File: config.mk
export PLATFORM = sky130hd
export DESIGN_NAME = dmem_bridge
export DESIGN_NICKNAME = d
export VERILOG_FILES = /design/src/rtl/dmem_bridge.sv
export SDC_FILE = /design/constraint.sdc
export NUM_CORES = 1
export LEC_CHECK = 0
export ABC_AREA = 1
export CORE_AREA = 2 2 186 188
export DETAILED_ROUTE_END_ITERATION = 6
export DIE_AREA = 0 0 188 190
export PLACE_DENSITY = 0.71
export SYNTH_ARGS = -nofsm -noshare
export SYNTH_HDL_FRONTEND = slang
export SYNTH_SLANG_ARGS = --single-unit
export TNS_END_PERCENT = 5
File: constraint.sdc
create_clock -name clk -period 4.6 [get_ports clk]
set_input_delay 0.46 -clock clk [delete_from_list [all_inputs] [get_ports clk]]
set_output_delay 0.46 -clock clk [all_outputs]
set_load 0.01 [all_outputs]
File: src/rtl/dmem_bridge.sv
// dmem_bridge: turns the core's single-cycle data-access port into one
// valid/ready bus transaction per access. The core is stalled until the
// response returns. Each access is bounded by a timeout, and the first
// bus error or timeout since the last clear is recorded.
module dmem_bridge #(
  parameter int XLEN    = 64,
  parameter int TIMEOUT = 255,
  parameter int CNT_W   = 8
) (
  input  logic              clk,
  input  logic              rst,
  input  logic              acs_en,
  input  logic              acs_wr,
  input  logic [XLEN/8-1:0] acs_bytes,
  input  logic [XLEN-1:0]   acs_addr,
  input  logic [XLEN-1:0]   acs_wdata,
  output logic [XLEN-1:0]   acs_rdata,
  output logic              stall,
  output logic              bus_req_valid,
  input  logic              bus_req_ready,
  output logic              bus_req_wr,
  output logic [XLEN-1:0]   bus_req_addr,
  output logic [XLEN/8-1:0] bus_req_strb,
  output logic [XLEN-1:0]   bus_req_wdata,
  input  logic              bus_rsp_valid,
  input  logic [XLEN-1:0]   bus_rsp_rdata,
  input  logic              bus_rsp_err,
  input  logic              err_clr,
  output logic              err_flag,
  output logic [XLEN-1:0]   err_addr
);

  localparam int SW = XLEN / 8;

  typedef enum logic [1:0] {
    S_IDLE,
    S_REQ,
    S_RESP,
    S_DONE
  } state_t;

  state_t            state;
  state_t            state_nxt;

  logic              wr_q;
  logic [XLEN-1:0]   addr_q;
  logic [XLEN-1:0]   wdata_q;
  logic [SW-1:0]     strb_q;
  logic [CNT_W-1:0]  cnt;

  logic              busy;
  logic              capture;
  logic              rsp_take;
  logic              timeout_hit;
  logic              err_event;

  // A new access is accepted only from IDLE. An acs_en that is still high in
  // DONE is the access just completed, so it is not accepted again.
  assign capture  = (state == S_IDLE) && acs_en;
  assign busy     = (state == S_REQ) || (state == S_RESP);
  assign rsp_take = (state == S_RESP) && bus_rsp_valid;

  // The counter has already counted this cycle, so TIMEOUT-1 marks the last
  // allowed cycle. A response that lands on that same cycle still wins.
  assign timeout_hit = busy && (cnt == CNT_W'(TIMEOUT - 1)) && !rsp_take;
  assign err_event   = (rsp_take && bus_rsp_err) || timeout_hit;

  assign bus_req_wr    = wr_q;
  assign bus_req_addr  = addr_q;
  assign bus_req_strb  = strb_q;
  assign bus_req_wdata = wdata_q;

  // State register.
  always_ff @(posedge clk) begin
    // NOTE: clocked state uses non-blocking assignments so every flop samples
    // pre-edge values regardless of process ordering.
    if (rst) state <= S_IDLE;
    else     state <= state_nxt;
  end

  // Next-state logic.
  always_comb begin
    // NOTE: default first, so that paths which do not assign state_nxt cannot
    // infer a latch.
    state_nxt = state;
    unique case (state)
      S_IDLE: if (acs_en) state_nxt = S_REQ;
      S_REQ: begin
        if (timeout_hit)        state_nxt = S_DONE;
        else if (bus_req_ready) state_nxt = S_RESP;
      end
      S_RESP: if (rsp_take || timeout_hit) state_nxt = S_DONE;
      S_DONE: state_nxt = S_IDLE;
      default: state_nxt = S_IDLE;
    endcase
  end

  // Output decode: stall follows acs_en in IDLE and is released for the DONE cycle.
  always_comb begin
    stall         = 1'b0;
    bus_req_valid = 1'b0;
    unique case (state)
      S_IDLE:  stall = acs_en;
      S_REQ: begin
        stall         = 1'b1;
        bus_req_valid = 1'b1;
      end
      S_RESP:  stall = 1'b1;
      S_DONE:  stall = 1'b0;
      default: stall = 1'b0;
    endcase
  end

  // Request capture and timeout counter.
  always_ff @(posedge clk) begin
    if (rst) begin
      wr_q    <= 1'b0;
      addr_q  <= '0;
      wdata_q <= '0;
      strb_q  <= '0;
      cnt     <= '0;
    end else if (capture) begin
      wr_q    <= acs_wr;
      addr_q  <= acs_addr;
      wdata_q <= acs_wdata;
      strb_q  <= acs_bytes;
      cnt     <= '0;
    end else if (busy) begin
      cnt <= cnt + CNT_W'(1);
    end
  end

  // Load-data return: stores return zero, and a timeout returns all ones.
  always_ff @(posedge clk) begin
    if (rst)              acs_rdata <= '0;
    else if (rsp_take)    acs_rdata <= wr_q ? '0 : bus_rsp_rdata;
    else if (timeout_hit) acs_rdata <= '1;
  end

  // Sticky error record. A new error beats a simultaneous clear and counts
  // as the first error after that clear.
  always_ff @(posedge clk) begin
    if (rst) begin
      err_flag <= 1'b0;
      err_addr <= '0;
    end else if (err_event) begin
      err_flag <= 1'b1;
      if (!err_flag || err_clr) err_addr <= addr_q;
    end else if (err_clr) begin
      err_flag <= 1'b0;
    end
  end

endmodule

# Word level (Yosys, flattened, before mapping)
# Index checks and enable logic that the tools add are counted.
[totals]
reg_bits = 276
out_inout_bits = 268
[op_classes]
addsub = 1
n_eq_ne = 7
n_mux = 12
reduce_logical = 18
[ops]
columns = ["operator", "count"]
rows = [
  ["$mux W64", 3],
  ["$add A8 B1 Y8 const B", 1],
  ["$eq A8 B8 Y1 const B", 1],
  ["$mux W2", 4],
  ["$pmux W2 S4", 1],
  ["$logic_and A1 B1 Y1", 5],
  ["$eq A2 B2 Y1 const B", 2],
  ["$logic_or A1 B1 Y1", 4],
  ["$reduce_bool A2 Y1", 2],
  ["$reduce_or A2 Y1", 2],
  ["$mux W1", 3],
  ["$ne A3 B3 Y1 const B", 1],
  ["$pmux W1 S3", 1],
  ["$reduce_and A3 Y1", 1],
  ["$eq A2 B1 Y1 const B", 1],
  ["$logic_not A1 Y1", 2],
  ["$logic_not A2 Y1", 1],
  ["$ne A2 B1 Y1 const B", 1],
  ["$ne A2 B2 Y1 const B", 1],
  ["$reduce_and A2 Y1", 1],
]

# Logic depth before layout (Yosys ltp)
[logic_depth]
ltp_word = 7
depth_mapped = 11
depth_no_buf = 10

# Worst setup path before layout
# No wires, ideal clock.
[synth_path]
path_kind = "reg2reg"
start = "register state[0]"
end = "register err_addr[10]"
setup_ns = 0.113
arrival_time_ns = 1.605
path_slack_ns = 2.882
path_stages_with_launch = 12
path_buffers = 2
period_less_slack_ns = 1.718
path_cell_list = "dfxtp_1 inv_1 ha_1 nand2_1 nor2_2 nand3_2 nand2_1 nand2_2 buf_6 buf_6 o21ai_1 nor2_1"
[synth_between]
elab_chain_cells = 6
word_cells_on_any_way = 10
cone_classes = "2 x eq/ne; 8 x reduce/logical"
[synth_rtl]
columns = ["element", "line", "source"]
rows = [
  ["start: declaration", "42", "state_t state;"],
  ["start signal: assignment", "78", "else state <= state_nxt;"],
  ["$eq A2 B1 Y1 or $eq A2 B2 Y1 (tied branches)", "60", "assign busy = (state == S_REQ) || (state == S_RESP);"],
  ["$logic_or A1 B1 Y1 (*)", "60", ""],
  ["via busy", "51", "logic busy;"],
  ["$logic_and A1 B1 Y1 (*) (2 in series)", "65", "assign timeout_hit = busy && (cnt == CNT_W'(TIMEOUT - 1)) && !rsp_take;"],
  ["$logic_or A1 B1 Y1 (*)", "66", "assign err_event = (rsp_take && bus_rsp_err) || timeout_hit;"],
  ["$reduce_and A2 Y1 (no source line) (*)", "--", ""],
  ["end signal: assignment", "148", "if (!err_flag || err_clr) err_addr <= addr_q;"],
  ["end: declaration", "30", "output logic [XLEN-1:0] err_addr"],
]
# The timed path passes the listed nets; every way through them passes the cells marked *.
# A chain may end at the register's enable or synchronous reset.

# Final worst setup path
[layout_path]
start = "register state[0]"
end = "output stall"
[layout_between]
elab_chain_cells = 3
word_cells_on_any_way = 6
cone_classes = "3 x eq/ne; 1 x mux; 2 x reduce/logical"
[layout_rtl]
columns = ["element", "line", "source"]
rows = [
  ["$eq A2 B1 Y1 or $eq A2 B2 Y1 (tied branches)", "102", "unique case (state)"],
  ["$reduce_or A2 Y1 (no source line)", "--", ""],
  ["$pmux W1 S3 (*)", "102", ""],
  ["end: declaration", "18", "output logic stall,"],
]
# Every way passes the cells marked *; elsewhere a longest branch is shown, timed or not.

==> results list <==
- Run status: finished clean
- Maximum number of pins on one net before global-route repair: about 170
- Max-cap violations in this run came to 0.
- Count of port buffers added during placement: between 400 and 500
- Worst stage delay on the critical path: roughly 0.62 ns
- Largest fanout of any net on the critical path: 7
- Logic gate share of total power: 32.9%
- Once detailed placement completed, the half-perimeter wirelength came to between 20,000 and 25,000 um.
* Number of standard cells after synthesis: about 1,300
* Starting density of the core: between 30% and 40%
* Y dimension of the die: approximately 190 um
* Sequential fraction of design power: about 39%
* Yosys warning count: 0
* Type of the tightest min-delay check: reg -> reg
- Slowest cell on crit path: sky130_fd_sc_hd__clkdlybuf4s50_1
* Post-route DRC: 0
- Setup Skew: around 0.011 ns
- Endpoint kind of the worst setup timing path: primary output
* Number of nets in the finished design: between 1,500 and 2,000
- CP Buf/Inv Count: 3
* Cts repair resizes: 0
- Most frequent standard cell in the layout excluding fill and tap cells: sky130_fd_sc_hd__clkdlybuf4s50_1
* Switching power of the nets: between 0.002 and 0.003 W
- Counting stages on the worst path, the most repeated cell is sky130_fd_sc_hd__inv_1.
- For the worst-skew pair, the clock arrives at the later sink with an insertion delay of 0.55 ns.
* Unrepaired setup endpoints after global routing: false
- TritonCTS buffer count: 31
- Final hold viol count: 0
* 1st-iter DRT viols: approximately 420
- Internal power comes to 0.00575 W.
- Cell-by-cell trace of the critical path: inv_1 -> ha_1 -> inv_1 -> o21ai_0 -> clkdlybuf4s50_1
- Of the cells placed in the final design, the portion with a size suffix greater than 1 is 3.97%.
* Average cell area after synthesis: a little under 8 um2
- Die boundary width: around 190 um
- Leaving out fill and tap cells, the most frequent cells in the layout are sky130_fd_sc_hd__clkdlybuf4s50_1, sky130_fd_sc_hd__nor2_1, sky130_fd_sc_hd__dfxtp_1, sky130_fd_sc_hd__o21ai_0, sky130_fd_sc_hd__inv_1.
- The routed layout has 10,081 vias.
- Number of antenna violations at the first check in global routing: 1
- In this run the number of H-tree levels came out at 1.
- Global-route wire length before repair: between 50,000 and 60,000 um
* Row Count: between 60 and 70
- The routed design has 34,400 um of wire.
- After layout, the worst path uses between 60% and 70% of the clock period.
- In this run the deepest clock path goes through 3 buffers.
- Measured against its own limit, the worst slew margin works out to between 20% and 30%.
- STA classifies the critical path startpoint as a flop.
- Once detail routing completed, the nets flagged for antenna violations numbered 0.
* Root buf cell: sky130_fd_sc_hd__clkbuf_16
- For this run, the top clock speed supported by timing is ~0.35 GHz.
- Leak Pwr: ~6.7 nW
- Required time at the endpoint of the critical path: around 4.1 ns
- The number of hold buffers added after CTS was 0.
* Final-layout setup total negative slack: 0 ns
* Global route overflow: 0
- Worst Max-Slew Pin Slew: between 1 and 1.5 ns
- Fin cells: approximately 2,200
* Clock power frac: between 20 and 30%
- Final weighted congestion in routability-driven placement: just over 0.8
- After clock tree synthesis, the clock-pin slew on the worst setup and hold paths is about 0.060 ns.
- Number of optimization iterations in the first detailed-route pass: 4
- Top-level port count: roughly 480
- Placed insts: between 2,000 and 2,500
- The total count of max-transition violations in the final report came to 0.
* Cell Area, Synth: just over 10,000 um2
* Syn_nets: between 1,500 and 2,000
- For the finished layout, the period the worst path requires is between 2 and 3 ns.
- Final setup violation count: 0
- Sink Count: ~280
- Area Overhead vs Synth: 58.6%
- Die outline area: about 36,000 um2
- Worst IR drop on VDD: 0.298 mV
- The filler cells instantiated in the layout total about 3,200.
- The core region is ~34,000 um2.
- Endpoint arrival time on the critical path: ~2.4 ns
- Number of different library cells in the post-synthesis netlist: 22
* Vias per Instance: 4.54
* Family with the most delay on the worst path: buffers and inverters
- Worst Path Class, Setup: reg -> out
- For this run, the total global-route usage over all layers was measured as between 10% and 20%.
- Of the total power, the share spent switching nets is ~32%.
* Yosys reg bits: about 280
- Clock tree from TritonCTS: built
- Once the clock tree was built, the setup fixing pass inserted 0 buffers.
- Sequential cells were found to cover a little over half of the synthesized design area.
- Wire per inst: 15.5 um
* Via count of the first global-routing pass: 9,714
* Pwr per Cell Area: 523 nW/um2
per-stage QoR:
stage	worst slack, ns	instance area (um2)	utilization (%)	total power, W	hold slack (ns)
2_1_floorplan	2.88	10200	-	0.00453	0.451
3_3_place_gp	1.64	15200	44.7	0.00607	0.461
3_5_place_dp	1.61	15200	44.7	0.00612	0.471
4_1_cts	1.68	16200	47.7	0.00857	0.484
5_1_grt	1.45	16200	47.7	0.00898	0.501
6_report	1.71	16200	47.7	0.00846	0.479
metal layers:
metal / track usage (%) / wire length, um / up-vias
met5: 0 / 13 / -
met4: 5.00 / 750 / 2
met3: 5.64 / 2880 / 57
met2: 32.4 / 16600 / 352
met1: 21.6 / 14100 / 4624
li1: - / - / 5046
sequential cells by signal, indices dropped and copies added (netlist names):
name and cells:
acs_rdata 64, cnt 8, bus_req_wr 1, state 2
err_flag 1, bus_req_wdata 64, err_addr 64, bus_req_addr 64
bus_req_strb 8
worst paths after layout:
kind	slack, ns	depth (start not counted)	endpoint	start
hold reg to reg	0.48	2	bus_req_wdata[33]	bus_req_wdata[33]
hold / removal	0.48	2	bus_req_wdata[33]	bus_req_wdata[33]
setup reg to reg	1.79	11	err_addr[14]	state[0]
setup / recovery	1.71	5	stall	state[0]
worst register-to-register path, cell delays in order, from the launching register on:
cell,delay (ns)
sky130_fd_sc_hd__dfxtp_1,0.37
sky130_fd_sc_hd__inv_1,0.11
sky130_fd_sc_hd__ha_1,0.23
sky130_fd_sc_hd__nand2_1,0.15
sky130_fd_sc_hd__inv_1,0.06
sky130_fd_sc_hd__buf_4,0.29
sky130_fd_sc_hd__nand2_1,0.15
sky130_fd_sc_hd__nand2_1,0.07
sky130_fd_sc_hd__nand2_2,0.07
sky130_fd_sc_hd__clkinv_2,0.68
sky130_fd_sc_hd__nor2_1,0.45
sky130_fd_sc_hd__nor2_1,0.07
power by group through the flow:
stage	sequential [W]	combinational [W]	clock, W
after floorplan	0.00351	0.00102	0
after global placement	0.00329	0.00277	0
after detailed placement	0.00331	0.00281	0
after CTS	0.00327	0.00282	0.00248
after global routing	0.00334	0.00305	0.00259
final	0.00327	0.00279	0.00241
Yosys cell counts, drive strengths merged:
master	number	area [um2]
o21ai	270	1350
clkinv	2	8.75
clkbuf	65	244
ha	6	75.1
dfxtp	276	5530
nand4	1	6.26
nor2	418	1570
buf	27	210
nand3	5	30.0
or2	1	6.26
nand2	31	121
a21oi	6	30.0
o211ai	64	480
inv	143	537
nor3	2	10.0
area by class of cell:
type | instances | area, um2 | share of cell area, %
Sequential cell | 276 | 5530 | 34.1
Timing Repair Buffer | 484 | 4850 | 29.9
Multi-Input combinational cell | 804 | 3690 | 22.8
Clock buffer | 44 | 905 | 5.59
Tap cell | 455 | 569 | 3.52
Inverter | 145 | 553 | 3.42
Clock inverter | 12 | 95.1 | 0.587
Antenna cell | 1 | 2.50 | 0.0155
cell families after synthesis:
kind of cell | synth area share, %
simple gates | 17.1
compound gates | 18.2
flops | 54.1
buf+inv | 9.79
fa+ha+maj | 0.735
(Power assumes the default switching activity.)
==> RTL change, RTL diff (same flow settings) <==
The 4 states of `state_t` get a one-hot encoding in 4 bits.
--- a/src/rtl/dmem_bridge.sv
+++ b/src/rtl/dmem_bridge.sv
@@ -32,11 +32,11 @@
 
   localparam int SW = XLEN / 8;
 
-  typedef enum logic [1:0] {
-    S_IDLE,
-    S_REQ,
-    S_RESP,
-    S_DONE
+  typedef enum logic [3:0] {
+    S_IDLE = 4'b0001,
+    S_REQ  = 4'b0010,
+    S_RESP = 4'b0100,
+    S_DONE = 4'b1000
   } state_t;
 
   state_t            state;
Function: no difference found for any inputs over 4 cycles, from zero or initial values and one cycle with rst high; so few cycles prove little.
==> RTL change against the original RTL <==
- critical path depth shrank 1
- cell area increased by 2.3%
- sequential cell count up 2
- area after synthesis up 4.4%
- worst setup slack worse by 230 ps
- maximum frequency down 7.3%
- hold slack worse by 85 ps
- final cell count up 4.3%
- routed wire length grew 5.3%
- utilization increased by 1.1 points
- largest cell class unchanged
Power is not compared: it rests on default switching activity, and its combinational part moved more than twofold at a synthesized area within 25%.
==> RTL change: results (changes against the original RTL) <==
metric,value,unit,change
nets,2052,,+4.9%
crit_family,simple AND/OR/NAND/NOR gates,,
worstHoldPathType,in -> reg,,
final_cells,2316,,+4.3%
crit_arrival,2660,ps,+230 ps
syn_nets,1643,,+7.3%
yosysSeqAreaShare,52.20,%,-1.9 points
status,finished clean,,
cts_max_level,1,,unchanged
tightest_slew,1152,ps,+17.41 ps
clock_skew,6.784,ps,-4.600 ps
drt_iter0_drc,462,,+9.7%
ctsRootBufferMaster,clkbuf_16,,
vias,10860,,+7.8%
ys_top_cells_by_count,"330 x nand2_1, 278 x dfxtp_1, 236 x a21oi_1, 148 x nand3_1, 143 x inv_1",,
grt_max_degree,129,,-23%
grt_pass1_wl,56260,um,+5.8%
drive_gt1_share,3.714,%,-0.25 points
postPlaceCellArea,15620,um^2,+2.9%
synthTopCellsByArea,"dfxtp_1 52%, nand2_1 12%, a21oi_1 11%",,
antenna_found_initial,3,,+2
grt_pass1_vias,10430,,+7.4%
avgSynthCellArea,7.440,um^2,-4.0%
crit_path_max_fanout,67,,+60
first_pass_iters,5,,+1
yosysUniqueCellTypes,26,,+18%
gp_congestion,0.8733,,+7.7%
slowest_delay,600,ps,-20 ps
place_ws,1408,ps,-203.9 ps
wl,36210,um,+5.3%
hpwl,25350,um,+7.1%
grt_usage,19.28,%,+0.89 points
RTL change: cell types whose count changed in the layout (fill, tap and decap cells not counted), moves of 4 or more:
cell      delta
a21oi_1    +230
clkinv_2     -6
ha_1         -4
inv_2        +6
nand2_1    +302
nand3_1    +143
nor2_1     -344
o211ai_1    -64
o21ai_0    -115
o21ai_1     -60
RTL change: layout make-up:
class                      instances  area [um^2]
multi-input combinational        897         4058
antenna                            3        7.507
tap                              455        569.3
clock inverter                     2        10.01
clock buffer                      47        915.9
sequential                       278         5565
inverter                         148        559.3
fill                            3200        17390
timing repair buffer             486         4872
RTL change: cells by family (layout without fill, tap and decap cells):
group,count (synthesis),after routing,share of synthesized area (%)
other,0,3,0
AOI/OAI and AO/OA,332,332,15.60
buffers and inverters,258,683,9.905
DFF,278,278,52.20
xor gates and xnor gates,1,1,0.08216
and+or+nand+nor,562,562,21.98
adders and majority gates,2,2,0.2347
RTL change: worst reg2reg max path: stages (launching register included):
cell and delay, ps:
dfxtp_1 340, nor2_1 290, nand2_1 180, nand2_4 160, nand3_4 420, nand2_4 680, buf_4 410, nand3_1 110
nand2_1 90, nor2_1 50
RTL change: path summary, 6_finish.rpt:
kind	startpoint	endpoint	slack, ps	cells after the start
worst max-delay path	state[2]	stall	1480	4
worst min-delay path	rst	state[3]	390	2
worst max register to register	state[2]	err_addr[47]	1780	9
worst min register to register	bus_req_strb[5]	bus_req_strb[5]	460	2
RTL change: report_power, final:
group | internal [mW] | switching, mW
sequential | 2.55 | 0.0761
clock | 1.34 | 0.950
combinational | 0.490 | 0.472
RTL change: layer usage:
metal | part of all wire [%] | global-route usage (%) | routed length (um)
met1 | 39 | 22.02 | 14280
met2 | 49 | 34.60 | 17820
met3 | 8.7 | 5.940 | 3136
met4 | 2.7 | 5.482 | 973
met5 | 0 | 0 | 0
